File: config.mk
export PLATFORM = sky130hd
export DESIGN_NAME = dll_lock_ctrl_flat
export DESIGN_NICKNAME = d
export VERILOG_FILES = /design/src/rtl/dll_pkg.sv /design/src/rtl/dll_lock_ctrl_if.sv /design/src/rtl/dll_sync2.sv /design/src/rtl/dll_lock_ctrl.sv /design/src/flat_wrapper.sv
export SDC_FILE = /design/constraint.sdc
export NUM_CORES = 1
export LEC_CHECK = 0
export CAP_MARGIN = 0
export CORE_MARGIN = 8
export CORE_UTILIZATION = 56
export DETAILED_ROUTE_END_ITERATION = 7
export MAX_ROUTING_LAYER = met4
export PLACE_DENSITY = 0.91
export SYNTH_ARGS = -nofsm -noshare
export SYNTH_HDL_FRONTEND = slang
export SYNTH_HIERARCHICAL = 1
export SYNTH_SLANG_ARGS = --single-unit
export TNS_END_PERCENT = 10
File: constraint.sdc
create_clock -name clk -period 2.44 [get_ports clk]
set_clock_uncertainty 0.1 [all_clocks]
set_input_delay 0.488 -clock clk [delete_from_list [all_inputs] [get_ports clk]]
set_output_delay 0.488 -clock clk [all_outputs]
set_load 0.02 [all_outputs]
File: src/rtl/dll_pkg.sv
// Shared DLL constants, FSM state encoding and a small elaboration helper.
// Latency: n/a (declarations only).
// Backpressure: n/a; used by the lock controller, the delay-line wrapper and the register block.
package dll_pkg;

  localparam int         DLL_SEL_W   = 9;
  localparam logic [8:0] DLL_TAP_MAX = 9'd511;
  localparam logic [8:0] DLL_TAP_MID = 9'h100;

  typedef enum logic [1:0] {
    DLL_IDLE  = 2'd0,
    DLL_SAR   = 2'd1,
    DLL_TRACK = 2'd2
  } dll_state_e;

  // Larger of two elaboration-time values; sizes the shared settle/track counter.
  function automatic int dll_max(input int a, input int b);
    return (a > b) ? a : b;
  endfunction

endpackage

File: src/rtl/dll_lock_ctrl_if.sv
// Control/status bundle between the register block, the phase detector and the DLL lock controller.
// Latency: n/a (wires only).
// Backpressure: none; levels and single-cycle pulses, no handshake.
// Ports: i_en, i_start, i_pd_late, i_manual, i_manual_sel -> controller;
//        o_sel_index, o_locked, o_busy, o_sat_err <- controller.
interface dll_lock_ctrl_if;
  import dll_pkg::*;

  logic                 i_en;
  logic                 i_start;
  logic                 i_pd_late;
  logic                 i_manual;
  logic [DLL_SEL_W-1:0] i_manual_sel;
  logic [DLL_SEL_W-1:0] o_sel_index;
  logic                 o_locked;
  logic                 o_busy;
  logic                 o_sat_err;

  // Register block / detector side.
  modport master (
    output i_en, i_start, i_pd_late, i_manual, i_manual_sel,
    input  o_sel_index, o_locked, o_busy, o_sat_err
  );

  // Lock controller side.
  modport slave (
    input  i_en, i_start, i_pd_late, i_manual, i_manual_sel,
    output o_sel_index, o_locked, o_busy, o_sat_err
  );

endinterface

File: src/rtl/dll_sync2.sv
// Two-flop synchroniser for the asynchronous phase-detector output.
// Latency: 2 clk edges from d to q.
// Backpressure: none.
// Ports: clk, rst_n (async active-low, clears both flops), d (async in), q (synchronised out).
module dll_sync2 (
  input  logic clk,
  input  logic rst_n,
  input  logic d,
  output logic q
);

  logic meta;

  always_ff @(posedge clk or negedge rst_n) begin
    if (!rst_n) begin
      meta <= 1'b0;
      q    <= 1'b0;
    end else begin
      meta <= d;
      q    <= meta;
    end
  end

endmodule

File: src/rtl/dll_lock_ctrl.sv
// Tap-select controller for the 512-tap DLL: SAR lock search, then periodic +/-1 tracking, with manual override.
// Latency: lock 9*SETTLE_CYCLES edges after i_start; tracking steps every TRACK_INTERVAL edges; manual follows in 1 cycle.
// Backpressure: none; i_start restarts in any state, i_manual and !i_en preempt everything else.
// Ports: clk, rst_n (async active-low); bus (slave modport): enable/start/manual controls and the
//        raw detector input in; registered tap select, locked, busy and sticky saturation flag out.
module dll_lock_ctrl
  import dll_pkg::*;
#(
  parameter int SETTLE_CYCLES  = 8,
  parameter int TRACK_INTERVAL = 64
) (
  input  logic            clk,
  input  logic            rst_n,
  dll_lock_ctrl_if.slave  bus
);

  localparam int CNT_W = $clog2(dll_max(SETTLE_CYCLES, TRACK_INTERVAL));

  localparam logic [CNT_W-1:0] SETTLE_RELOAD = CNT_W'(SETTLE_CYCLES - 1);
  localparam logic [CNT_W-1:0] TRACK_RELOAD  = CNT_W'(TRACK_INTERVAL - 1);

  localparam logic [1:0] S_IDLE  = DLL_IDLE;
  localparam logic [1:0] S_SAR   = DLL_SAR;
  localparam logic [1:0] S_TRACK = DLL_TRACK;

  logic [1:0]           state;
  logic [3:0]           bit_ptr;
  logic [CNT_W-1:0]     cnt;
  logic [DLL_SEL_W-1:0] sel;
  logic                 locked;
  logic                 busy;
  logic                 sat_err;
  logic                 pd_s;

  logic [DLL_SEL_W-1:0] bit_mask;
  logic [DLL_SEL_W-1:0] next_mask;
  logic [DLL_SEL_W-1:0] sar_next;

  dll_sync2 u_pd_sync (
    .clk   (clk),
    .rst_n (rst_n),
    .d     (bus.i_pd_late),
    .q     (pd_s)
  );

  // SAR trial update: drop the bit under test if the line is late, then
  // arm the next lower bit as the new trial. At bit 0 next_mask is zero.
  always_comb begin
    bit_mask  = DLL_SEL_W'(1) << bit_ptr;
    next_mask = bit_mask >> 1;
    sar_next  = (pd_s ? (sel & ~bit_mask) : sel) | next_mask;
  end

  always_ff @(posedge clk or negedge rst_n) begin
    if (!rst_n) begin
      state   <= S_IDLE;
      bit_ptr <= 4'd0;
      cnt     <= '0;
      sel     <= '0;
      locked  <= 1'b0;
      busy    <= 1'b0;
      sat_err <= 1'b0;
    end else if (bus.i_manual) begin
      state   <= S_IDLE;
      sel     <= bus.i_manual_sel;
      locked  <= 1'b0;
      busy    <= 1'b0;
    end else if (!bus.i_en) begin
      state   <= S_IDLE;
      locked  <= 1'b0;
      busy    <= 1'b0;
    end else if (bus.i_start) begin
      state   <= S_SAR;
      sel     <= DLL_TAP_MID;
      bit_ptr <= 4'd8;
      cnt     <= SETTLE_RELOAD;
      busy    <= 1'b1;
      locked  <= 1'b0;
      sat_err <= 1'b0;
    end else begin
      case (state)
        S_SAR: begin
          if (cnt != '0) begin
            cnt <= cnt - CNT_W'(1);
          end else begin
            sel <= sar_next;
            if (bit_ptr != 4'd0) begin
              bit_ptr <= bit_ptr - 4'd1;
              cnt     <= SETTLE_RELOAD;
            end else begin
              state  <= S_TRACK;
              busy   <= 1'b0;
              locked <= 1'b1;
              cnt    <= TRACK_RELOAD;
            end
          end
        end
        S_TRACK: begin
          if (cnt != '0) begin
            cnt <= cnt - CNT_W'(1);
          end else begin
            cnt <= TRACK_RELOAD;
            // Late clock means too much delay: step down; otherwise step up.
            // Hitting either end of the line clamps the tap and drops lock
            // until software restarts the search.
            if (pd_s) begin
              if (sel == '0) begin
                sat_err <= 1'b1;
                locked  <= 1'b0;
              end else begin
                sel <= sel - DLL_SEL_W'(1);
              end
            end else begin
              if (sel == DLL_TAP_MAX) begin
                sat_err <= 1'b1;
                locked  <= 1'b0;
              end else begin
                sel <= sel + DLL_SEL_W'(1);
              end
            end
          end
        end
        S_IDLE: ;
        default: state <= S_IDLE;
      endcase
    end
  end

  assign bus.o_sel_index = sel;
  assign bus.o_locked    = locked;
  assign bus.o_busy      = busy;
  assign bus.o_sat_err   = sat_err;

endmodule

File: src/flat_wrapper.sv
// flat-port wrapper written by rule: the top's interface ports become plain ports
module dll_lock_ctrl_flat import dll_pkg::*;
#(
  parameter int SETTLE_CYCLES  = 8,
  parameter int TRACK_INTERVAL = 64
)
  (clk, rst_n, bus_i_en, bus_i_start, bus_i_pd_late, bus_i_manual, bus_i_manual_sel, bus_o_sel_index, bus_o_locked, bus_o_busy, bus_o_sat_err);
  dll_lock_ctrl_if bus_i ();
  input  logic clk;
  input  logic rst_n;
  input wire logic [$bits(bus_i.i_en)-1:0] bus_i_en;
  input wire logic [$bits(bus_i.i_start)-1:0] bus_i_start;
  input wire logic [$bits(bus_i.i_pd_late)-1:0] bus_i_pd_late;
  input wire logic [$bits(bus_i.i_manual)-1:0] bus_i_manual;
  input wire logic [$bits(bus_i.i_manual_sel)-1:0] bus_i_manual_sel;
  output wire logic [$bits(bus_i.o_sel_index)-1:0] bus_o_sel_index;
  output wire logic [$bits(bus_i.o_locked)-1:0] bus_o_locked;
  output wire logic [$bits(bus_i.o_busy)-1:0] bus_o_busy;
  output wire logic [$bits(bus_i.o_sat_err)-1:0] bus_o_sat_err;
  assign bus_i.i_en = bus_i_en;
  assign bus_i.i_start = bus_i_start;
  assign bus_i.i_pd_late = bus_i_pd_late;
  assign bus_i.i_manual = bus_i_manual;
  assign bus_i.i_manual_sel = bus_i_manual_sel;
  assign bus_o_sel_index = bus_i.o_sel_index;
  assign bus_o_locked = bus_i.o_locked;
  assign bus_o_busy = bus_i.o_busy;
  assign bus_o_sat_err = bus_i.o_sat_err;
  dll_lock_ctrl #(.SETTLE_CYCLES(SETTLE_CYCLES), .TRACK_INTERVAL(TRACK_INTERVAL)) u_core (.clk(clk), .rst_n(rst_n), .bus(bus_i));
endmodule
==> results.json, run 1 <==
{
  "post_cts_buffers": 0,
  "io_pins": 27,
  "hold_viol": 0,
  "grt_usage_pct": 21.0,
  "fin_area_sq_um": 2700,
  "antenna_found_initial": 0,
  "postSynthAreaPerCell_sq_um": 8.65,
  "yosysTopAreaCell": "dfrtp_1",
  "status": "completed",
  "num_vias": 2355,
  "die-area_sq_um": 6300,
  "overflow": 0,
  "vias_per_cell": 6.79,
  "p_sw_share_pct": 36.0,
  "clockRootBuffer": "clkbuf_8",
  "setup_ws_ns": 0.0841,
  "max_freq_mhz": 424,
  "pre_cts_ws_ns": 0.0456,
  "pwr-share-seq_pct": 39.1,
  "die_y_um": 79.4,
  "io_buffer_count": 26,
  "yosysTopAreaCellShare_pct": 28.9,
  "async_reset_ff_share_pct": 100,
  "ys_ff_latch": 26,
  "grt_pass1_wl_mm": 10.6,
  "regArea_sq_um": 651,
  "cp.required_ns": 2.53,
  "slew_headroom_pct": 70.3,
  "drt-pass1-iter-count": 6,
  "synth.most_common_cell": "dfrtp_1",
  "synth-compound-area-share_pct": 29.3,
  "endpoint_kind": "flip-flop",
  "rows": 23,
  "power_density_nw_per_um2": 506,
  "clk_pin_slew_ns": 0.09,
  "crit_type": "flip-flop to flip-flop",
  "cts_resized": 0,
  "hpwl_mm": 4.66,
  "worst_pin_slew_ns": 0.445,
  "critPathLaunchType": "flip-flop",
  "placedInstanceArea_sq_um": 2640,
  "diodes": 0,
  "synth_common_cells": "dfrtp_1, a21oi_1, ha_1, o21ai_0",
  "totalWireLength_mm": 6.37,
  "p_sw_mw": 0.492,
  "slew_viol_final": 0,
  "drive_gt1_share_pct": 13.8,
  "cp_max_fo": 5,
  "cts_tree": "built",
  "hold_path.class": "flip-flop to flip-flop",
  "syn-cell-area_sq_um": 2250,
  "ant_nets": 0,
  "p_clk_share_pct": 20.2,
  "syn_inst": 260,
  "start_util_pct": 57.1,
  "combPwrFrac_pct": 40.7,
  "drv_cap": 0,
  "synth_top_family_by_area": "compound AO/OA/AOI/OAI gates",
  "core_area_sq_um": 3940,
  "cts_buffers": 3,
  "cts_hold_buf": 0,
  "gp_congestion": 0.922,
  "die_x_um": 79.4,
  "final-setup-viol-count": 0,
  "grt_setup_unrepaired": "false",
  "cts.path.max_buffers": 2,
  "detail_route.wl_per_cell_um": 18.4,
  "grt_max_degree": 27,
  "fin_crit_sh_pct": 96.6,
  "yosys_warnings": 6,
  "area_growth_pct": 19.9,
  "clk_latency_ns": 0.27,
  "fin_crit_ns": 2.36,
  "num-fill-cells": 329,
  "synth_seq_area_share_pct": 28.9,
  "p_leak_nw": 1.10,
  "synthSimpleGateAreaFrac_pct": 22.4,
  "synth_xor_area_share_pct": 0.779,
  "synthMuxAreaShare_pct": 1.84,
  "grt_pass1_vias": 2219,
  "multi_input_area_sq_um": 1460,
  "syn_nets": 293,
  "crit_arrival_ns": 2.45,
  "synthFlopType": "dfrtp_1",
  "final_nets": 331,
  "synth_fa_ha_area_share_pct": 10.3,
  "irDropWorstVdd_v": 0.000394,
  "synth-edff-count": 0,
  "drc": 0,
  "htree_num_levels": 1,
  "clock-sinks": 26,
  "drt_iter0_markers": 200,
  "finalSetupTns_ns": 0,
  "ys_top_cells_by_area": "dfrtp_1, ha_1, a21oi_1",
  "internal_power_mw": 0.874,
  "synth_cell_types": 59
}
==> flip-flops by register name (all words and copies together), names as in the netlist <==
name and flops:
u_core/bus.o_locked 1, u_core/bit_ptr 4, u_core/cnt 6, u_core/bus.o_sat_err 1, u_core/u_pd_sync/q 1, u_core/state 2, u_core/bus.o_busy 1, u_core/u_pd_sync/meta 1
u_core/bus.o_sel_index 9
==> routing by layer <==
metal	global-route usage (%)	routed length [um]	vias up
li1	-	-	1076
met1	24.6	2570	1142
met2	36.2	3250	115
met3	3.72	412	22
met4	5.37	140	0
met5	-	0	-
==> logic make-up after synthesis <==
| kind of cell | Yosys count |
|---|---|
| fa+ha+maj | 18 |
| flops | 26 |
| compound gates | 94 |
| simple gates | 87 |
| xor+xnor | 2 |
| mux | 4 |
| buf+inv | 29 |
==> layout make-up <==
cell class                 count  share of cell area [%]
tap                           50                    2.32
timing repair buffer          47                    15.5
inverter                      15                    2.09
clock buffer                   4                    2.04
sequential                    26                    24.1
multi-input combinational    205                    53.9
==> critical path, stage by stage, from the launching register on <==
cell and delay [ns]:
dfrtp_1 0.47, buf_4 0.19, ha_1 0.32, o21ai_0 0.26
nor3_1 0.10, or4_1 0.51, a21o_1 0.19, a22oi_2 0.13
==> final timing paths <==
check	slack (ns)	end	startpoint	cells after the start
hold / removal	0.28	u_core/u_pd_sync/q	u_core/u_pd_sync/meta	0
setup / recovery	0.08	u_core/bus.o_sel_index[8]	u_core/u_pd_sync/q	7
setup reg to reg	0.08	u_core/bus.o_sel_index[8]	u_core/u_pd_sync/q	7
hold reg to reg	0.28	u_core/u_pd_sync/q	u_core/u_pd_sync/meta	0
max in group asynchronous	1.50	u_core/bit_ptr[2]	rst_n	2
min in group asynchronous	0.48	u_core/bus.o_sel_index[8]	rst_n	2
==> power groups by stage <==
stage | combinational, mW | sequential [mW] | clock, mW
after CTS | 0.547 | 0.532 | 0.284
after global placement | 0.527 | 0.538 | 0
after global routing | 0.605 | 0.541 | 0.299
after detailed placement | 0.540 | 0.540 | 0
final | 0.556 | 0.534 | 0.276
after floorplan | 0.329 | 0.550 | 0
==> stage by stage <==
stage | cells | total power [mW] | utilization, % | hold WS, ns
5_1_grt | 347 | 1.44 | 68.4 | 0.298
6_report | 347 | 1.37 | 68.4 | 0.276
3_5_place_dp | 343 | 1.08 | 67.0 | 0.249
2_1_floorplan | 260 | 0.879 | - | 0.0924
3_3_place_gp | 343 | 1.06 | 67.0 | 0.249
4_1_cts | 347 | 1.36 | 68.4 | 0.270
==> placed cells by master, fill, tap and decap left out, types with 5 or more instances in the layout <==
master,n
a211oi_1,8
a21o_1,5
a21oi_1,20
a221oi_1,5
a31oi_1,6
buf_4,21
clkdlybuf4s50_1,26
dfrtp_1,26
ha_1,17
inv_1,15
nand2_1,15
nand3_1,12
nand4_1,5
nor2_1,13
nor2b_1,5
nor3_1,7
o21ai_0,16
o31ai_1,6
(Power assumes the default switching activity.)
==> run 2, diff against run 1 <==
--- a/config.mk
+++ b/config.mk
@@ -7,10 +7,10 @@
 export LEC_CHECK = 0
 export CAP_MARGIN = 0
 export CORE_MARGIN = 8
-export CORE_UTILIZATION = 56
+export CORE_UTILIZATION = 40
 export DETAILED_ROUTE_END_ITERATION = 7
 export MAX_ROUTING_LAYER = met4
-export PLACE_DENSITY = 0.91
+export PLACE_DENSITY = 0.71
 export SYNTH_ARGS = -nofsm -noshare
 export SYNTH_HDL_FRONTEND = slang
 export SYNTH_HIERARCHICAL = 1
==> constraint.sdc (replaced) <==
create_clock -name clk -period 2.27 [get_ports clk]
set_clock_uncertainty 0.1 [all_clocks]
set_input_delay 0.454 -clock clk [delete_from_list [all_inputs] [get_ports clk]]
set_output_delay 0.454 -clock clk [all_outputs]
set_load 0.02 [all_outputs]
==> results.json, run 2 (synthesized netlist as in run 1, its figures left out) <==
{
  "total_power_mw": 1.61,
  "cpPeakStageDelay_ns": 0.49,
  "utilization_pct": 54.0,
  "overflow": 0,
  "setup_ws_ns": 0.0346,
  "final_cell_mix": "buf_4, clkdlybuf4s50_1, dfrtp_1",
  "drc": 0,
  "grt_max_degree": 27,
  "crit_end": "u_core/bus.o_sel_index[8]",
  "clk_latency_ns": 0.27,
  "htree_num_levels": 1,
  "pre_cts_ws_ns": -0.0834,
  "largest_reg_flops": 9,
  "vias_per_cell": 5.95,
  "p_leak_nw": 1.21,
  "fin_crit_sh_pct": 98.5,
  "cts_tree": "built",
  "ant_nets": 0,
  "slew_headroom_pct": 71.0,
  "slowest_stage": "or4_1",
  "crit_chain": "buf_4 -> ha_2 -> a21oi_1 -> o21ai_0 -> or4_1 -> a21o_1 -> a22oi_2",
  "io_buffer_count": 26,
  "diodes": 0,
  "drv_cap": 0,
  "totalWireLength_mm": 6.78,
  "rows": 27,
  "die_y_um": 91.0,
  "antenna_found_initial": 0,
  "cp.required_ns": 2.38,
  "slew_viol_final": 0,
  "core_area_sq_um": 5470,
  "hold_viol": 0,
  "grt_setup_unrepaired": "true",
  "start_util_pct": 41.1,
  "grt_pass1_wl_mm": 11.2,
  "grt_pass1_vias": 2228,
  "hold_path.class": "flip-flop to flip-flop",
  "drt_iter0_markers": 198,
  "fin_crit_ns": 2.24,
  "clock-sinks": 26,
  "drive_gt1_share_pct": 22.6,
  "die-area_sq_um": 8280,
  "placedInstanceArea_sq_um": 2810,
  "r2r_start": "u_core/u_pd_sync/q",
  "irDropWorstVdd_v": 0.000315,
  "endpoint_kind": "flip-flop",
  "r2r_end": "u_core/bus.o_sel_index[8]",
  "cts.path.max_buffers": 2,
  "final-setup-viol-count": 0,
  "clockRootBuffer": "clkbuf_8",
  "drt-pass1-iter-count": 4,
  "crit_arrival_ns": 2.34,
  "hpwl_mm": 5.06,
  "detail_route.wl_per_cell_um": 17.4,
  "max_freq_mhz": 447,
  "grt_usage_pct": 16.5,
  "holdPathStages": 0,
  "io_pins": 27,
  "critPathLaunchType": "flip-flop",
  "gp_congestion": 0.916,
  "die_x_um": 91.0,
  "cts_hold_buf": 0,
  "final_common_cell": "buf_4",
  "fin_area_sq_um": 2950,
  "cp_max_fo": 8,
  "status": "completed",
  "crit_start": "u_core/u_pd_sync/q",
  "worst_pin_slew_ns": 0.434,
  "num_vias": 2321,
  "area_growth_pct": 31.3,
  "cts_buffers": 3,
  "crit_type": "flip-flop to flip-flop",
  "reg2reg_depth": 7,
  "clk_pin_slew_ns": 0.09,
  "final_nets": 352,
  "power_density_nw_per_um2": 546,
  "rrSetupSlack_ns": 0.03
}
run 2: cell type report:
class                           instances  area [sq um]
Timing Repair Buffer                   68           579
Clock inverter                          1          30.0
Clock buffer                            3          41.3
Inverter                               15          56.3
Multi-Input combinational cell        205          1500
Tap cell                               72          90.1
Sequential cell                        26           653
Fill cell                             527          2520
run 2: worst min path at each step:
stage	startpoint	endpoint	slack, ns
after floorplan	rst_n	u_core/bit_ptr[0]	0.06
after global placement	u_core/u_pd_sync/meta	u_core/u_pd_sync/q	0.24
after detailed placement	u_core/u_pd_sync/meta	u_core/u_pd_sync/q	0.24
after CTS	u_core/u_pd_sync/meta	u_core/u_pd_sync/q	0.26
after global routing	u_core/u_pd_sync/meta	u_core/u_pd_sync/q	0.26
final	u_core/u_pd_sync/meta	u_core/u_pd_sync/q	0.26
run 2: timing repair:
item / in CTS / in global routing
gates cloned: 0 / 0
setup endpoints to repair: 1 / 8
endpoints found under the hold margin: 0 / 0
pin swaps: 0 / 3
buffers inserted: 0 / 3
gates resized for setup: 1 / 15
run 2: where the power goes:
| part | total [mW] | switching, mW | leakage (nW) | internal (mW) |
|---|---|---|---|---|
| Clock | 0.389 | 0.153 | 0.0357 | 0.236 |
| Sequential | 0.568 | 0.0614 | 0.330 | 0.506 |
| Combinational | 0.655 | 0.340 | 0.847 | 0.316 |
run 2: worst max-delay path, delay by kind of cell, from the launching register on:
family / cells / cell delay [ns]
fa+ha+maj: 1 / 0.31
flops: 1 / 0.46
compound gates: 4 / 0.62
buf+inv: 1 / 0.19
simple gates: 1 / 0.49
run 2: through the flow:
step / hold slack, ns / std cells / setup TNS [ns]
after floorplan: 0.0584 / 260 / 0
after global placement: 0.236 / 383 / -0.0869
after detailed placement: 0.236 / 383 / -0.199
after CTS: 0.258 / 387 / 0
after global routing: 0.264 / 390 / -0.199
final: 0.257 / 390 / 0
run 2: metal layers:
metal | GRT usage, % | part of all wire [%] | vias up
met3 | 1.89 | 4.1 | 12
met4 | 7.09 | 2.3 | 0
met2 | 27.2 | 49 | 66
met1 | 19.9 | 44 | 1133
met5 | - | 0 | -
li1 | - | - | 1110
==> run 3, diff against run 2 <==
--- a/config.mk
+++ b/config.mk
@@ -10,7 +10,7 @@
 export CORE_UTILIZATION = 40
 export DETAILED_ROUTE_END_ITERATION = 7
 export MAX_ROUTING_LAYER = met4
-export PLACE_DENSITY = 0.71
+export PLACE_DENSITY = 0.69
 export SYNTH_ARGS = -nofsm -noshare
 export SYNTH_HDL_FRONTEND = slang
 export SYNTH_HIERARCHICAL = 1
==> results.json, run 3 (synthesized netlist as in run 1, its figures left out) <==
{
  "status": "completed",
  "clk_pin_slew_ns": 0.10,
  "io_pins": 27,
  "p_leak_nw": 1.19,
  "antenna_found_initial": 0,
  "drt_iter0_markers": 195,
  "cp_max_fo": 10,
  "diodes": 0,
  "drt-pass1-iter-count": 4,
  "grt_usage_pct": 15.7,
  "die_y_um": 91.0,
  "cts_hold_buf": 0,
  "die_x_um": 91.0,
  "totalWireLength_mm": 6.44,
  "core_area_sq_um": 5470,
  "cts.path.max_buffers": 2,
  "hold_viol": 0,
  "post_cts_buffers": 0,
  "grt_pass1_vias": 2202,
  "grt_pass1_wl_mm": 10.6,
  "fin_crit_ns": 2.21,
  "power_density_nw_per_um2": 554,
  "cts_tree": "built",
  "hold_path.class": "flip-flop to flip-flop",
  "critPathLaunchType": "flip-flop",
  "clock-sinks": 26,
  "slew_viol_final": 0,
  "rows": 27,
  "cts_resized": 2,
  "final_common_cell": "buf_4",
  "io_buffer_count": 26,
  "fin_area_sq_um": 2930,
  "slew_headroom_pct": 67.9,
  "max_freq_mhz": 453,
  "irDropWorstVdd_v": 0.000238,
  "final_cell_mix": "buf_4, clkdlybuf4s50_1, dfrtp_1",
  "drc": 0,
  "area_growth_pct": 30.1,
  "worst_pin_slew_ns": 0.476,
  "drv_cap": 0,
  "detail_route.wl_per_cell_um": 16.7,
  "num_vias": 2262,
  "fin_crit_sh_pct": 97.3,
  "endpoint_kind": "flip-flop",
  "grt_setup_unrepaired": "true",
  "vias_per_cell": 5.88,
  "drive_gt1_share_pct": 23.3,
  "cp.required_ns": 2.34,
  "overflow": 0,
  "final-setup-viol-count": 0,
  "clockRootBuffer": "clkbuf_8",
  "hpwl_mm": 4.95,
  "htree_num_levels": 1,
  "placedInstanceArea_sq_um": 2790,
  "cts_buffers": 3,
  "clk_latency_ns": 0.28,
  "ant_nets": 0,
  "start_util_pct": 41.1,
  "largest_reg_flops": 9,
  "crit_arrival_ns": 2.27,
  "finalSetupTns_ns": 0,
  "final_nets": 347,
  "grt_max_degree": 27,
  "gp_congestion": 0.895,
  "crit_type": "flip-flop to flip-flop",
  "num-fill-cells": 517,
  "die-area_sq_um": 8280
}
==> run 3: changes by cell type in the layout (fill, tap and decap cells not counted), sizes merged <==
cell  before  now
buf       42   37
==> run 3: through the flow <==
step                setup WS [ns]  hold slack, ns  util (%)  std cells  total power [mW]
floorplan                  0.0205          0.0584         -        260             0.945
global placement          -0.0548           0.231      51.0        381              1.18
detailed placement        -0.0720           0.240      51.0        381              1.19
CTS                        0.0106           0.264      52.4        385              1.60
global route              -0.0560           0.275      53.5        385              1.72
finish                     0.0620           0.259      53.5        385              1.62
==> run 3: critical path: stages, from the launching register on <==
cell and delay [ns]:
dfrtp_2 0.45, buf_4 0.18, nand4b_1 0.20, or4_4 0.53, a41oi_4 0.27, mux2_2 0.36
==> run 3: area by class of cell <==
cell class	instances	area [sq um]	area share (%)
clock buffers	3	41.3	1.41
flip-flops and latches	26	653	22.3
multi-input cells	205	1520	51.9
repair buffers	63	538	18.4
well taps	72	90.1	3.08
clock inverters	1	30.0	1.03
inverters	15	56.3	1.92
==> run 3: where the power goes <==
part           total (mW)  leakage, nW  internal (mW)  switching (mW)
combinational       0.650        0.821          0.314           0.336
clock               0.400       0.0357          0.236           0.164
sequential          0.573        0.330          0.506          0.0665
==> run 3: worst paths after layout <==
check	start	to	slack [ns]	depth (start not counted)
worst max-delay path	u_core/u_pd_sync/q	u_core/bus.o_sel_index[1]	0.06	5
worst min-delay path	u_core/u_pd_sync/meta	u_core/u_pd_sync/q	0.26	0
worst max register to register	u_core/u_pd_sync/q	u_core/bus.o_sel_index[1]	0.06	5
worst min register to register	u_core/u_pd_sync/meta	u_core/u_pd_sync/q	0.26	0
max in group asynchronous	rst_n	u_core/u_pd_sync/q	1.34	2
min in group asynchronous	rst_n	u_core/cnt[1]	0.44	2
==> run 3: per-layer routing <==
metal / wire length (um) / GRT usage (%) / share of wire, %
met3: 226 / 1.81 / 3.5
met5: 0 / - / 0
met2: 3030 / 24.4 / 47
met1: 3060 / 20.2 / 47
met4: 127 / 6.14 / 2.0
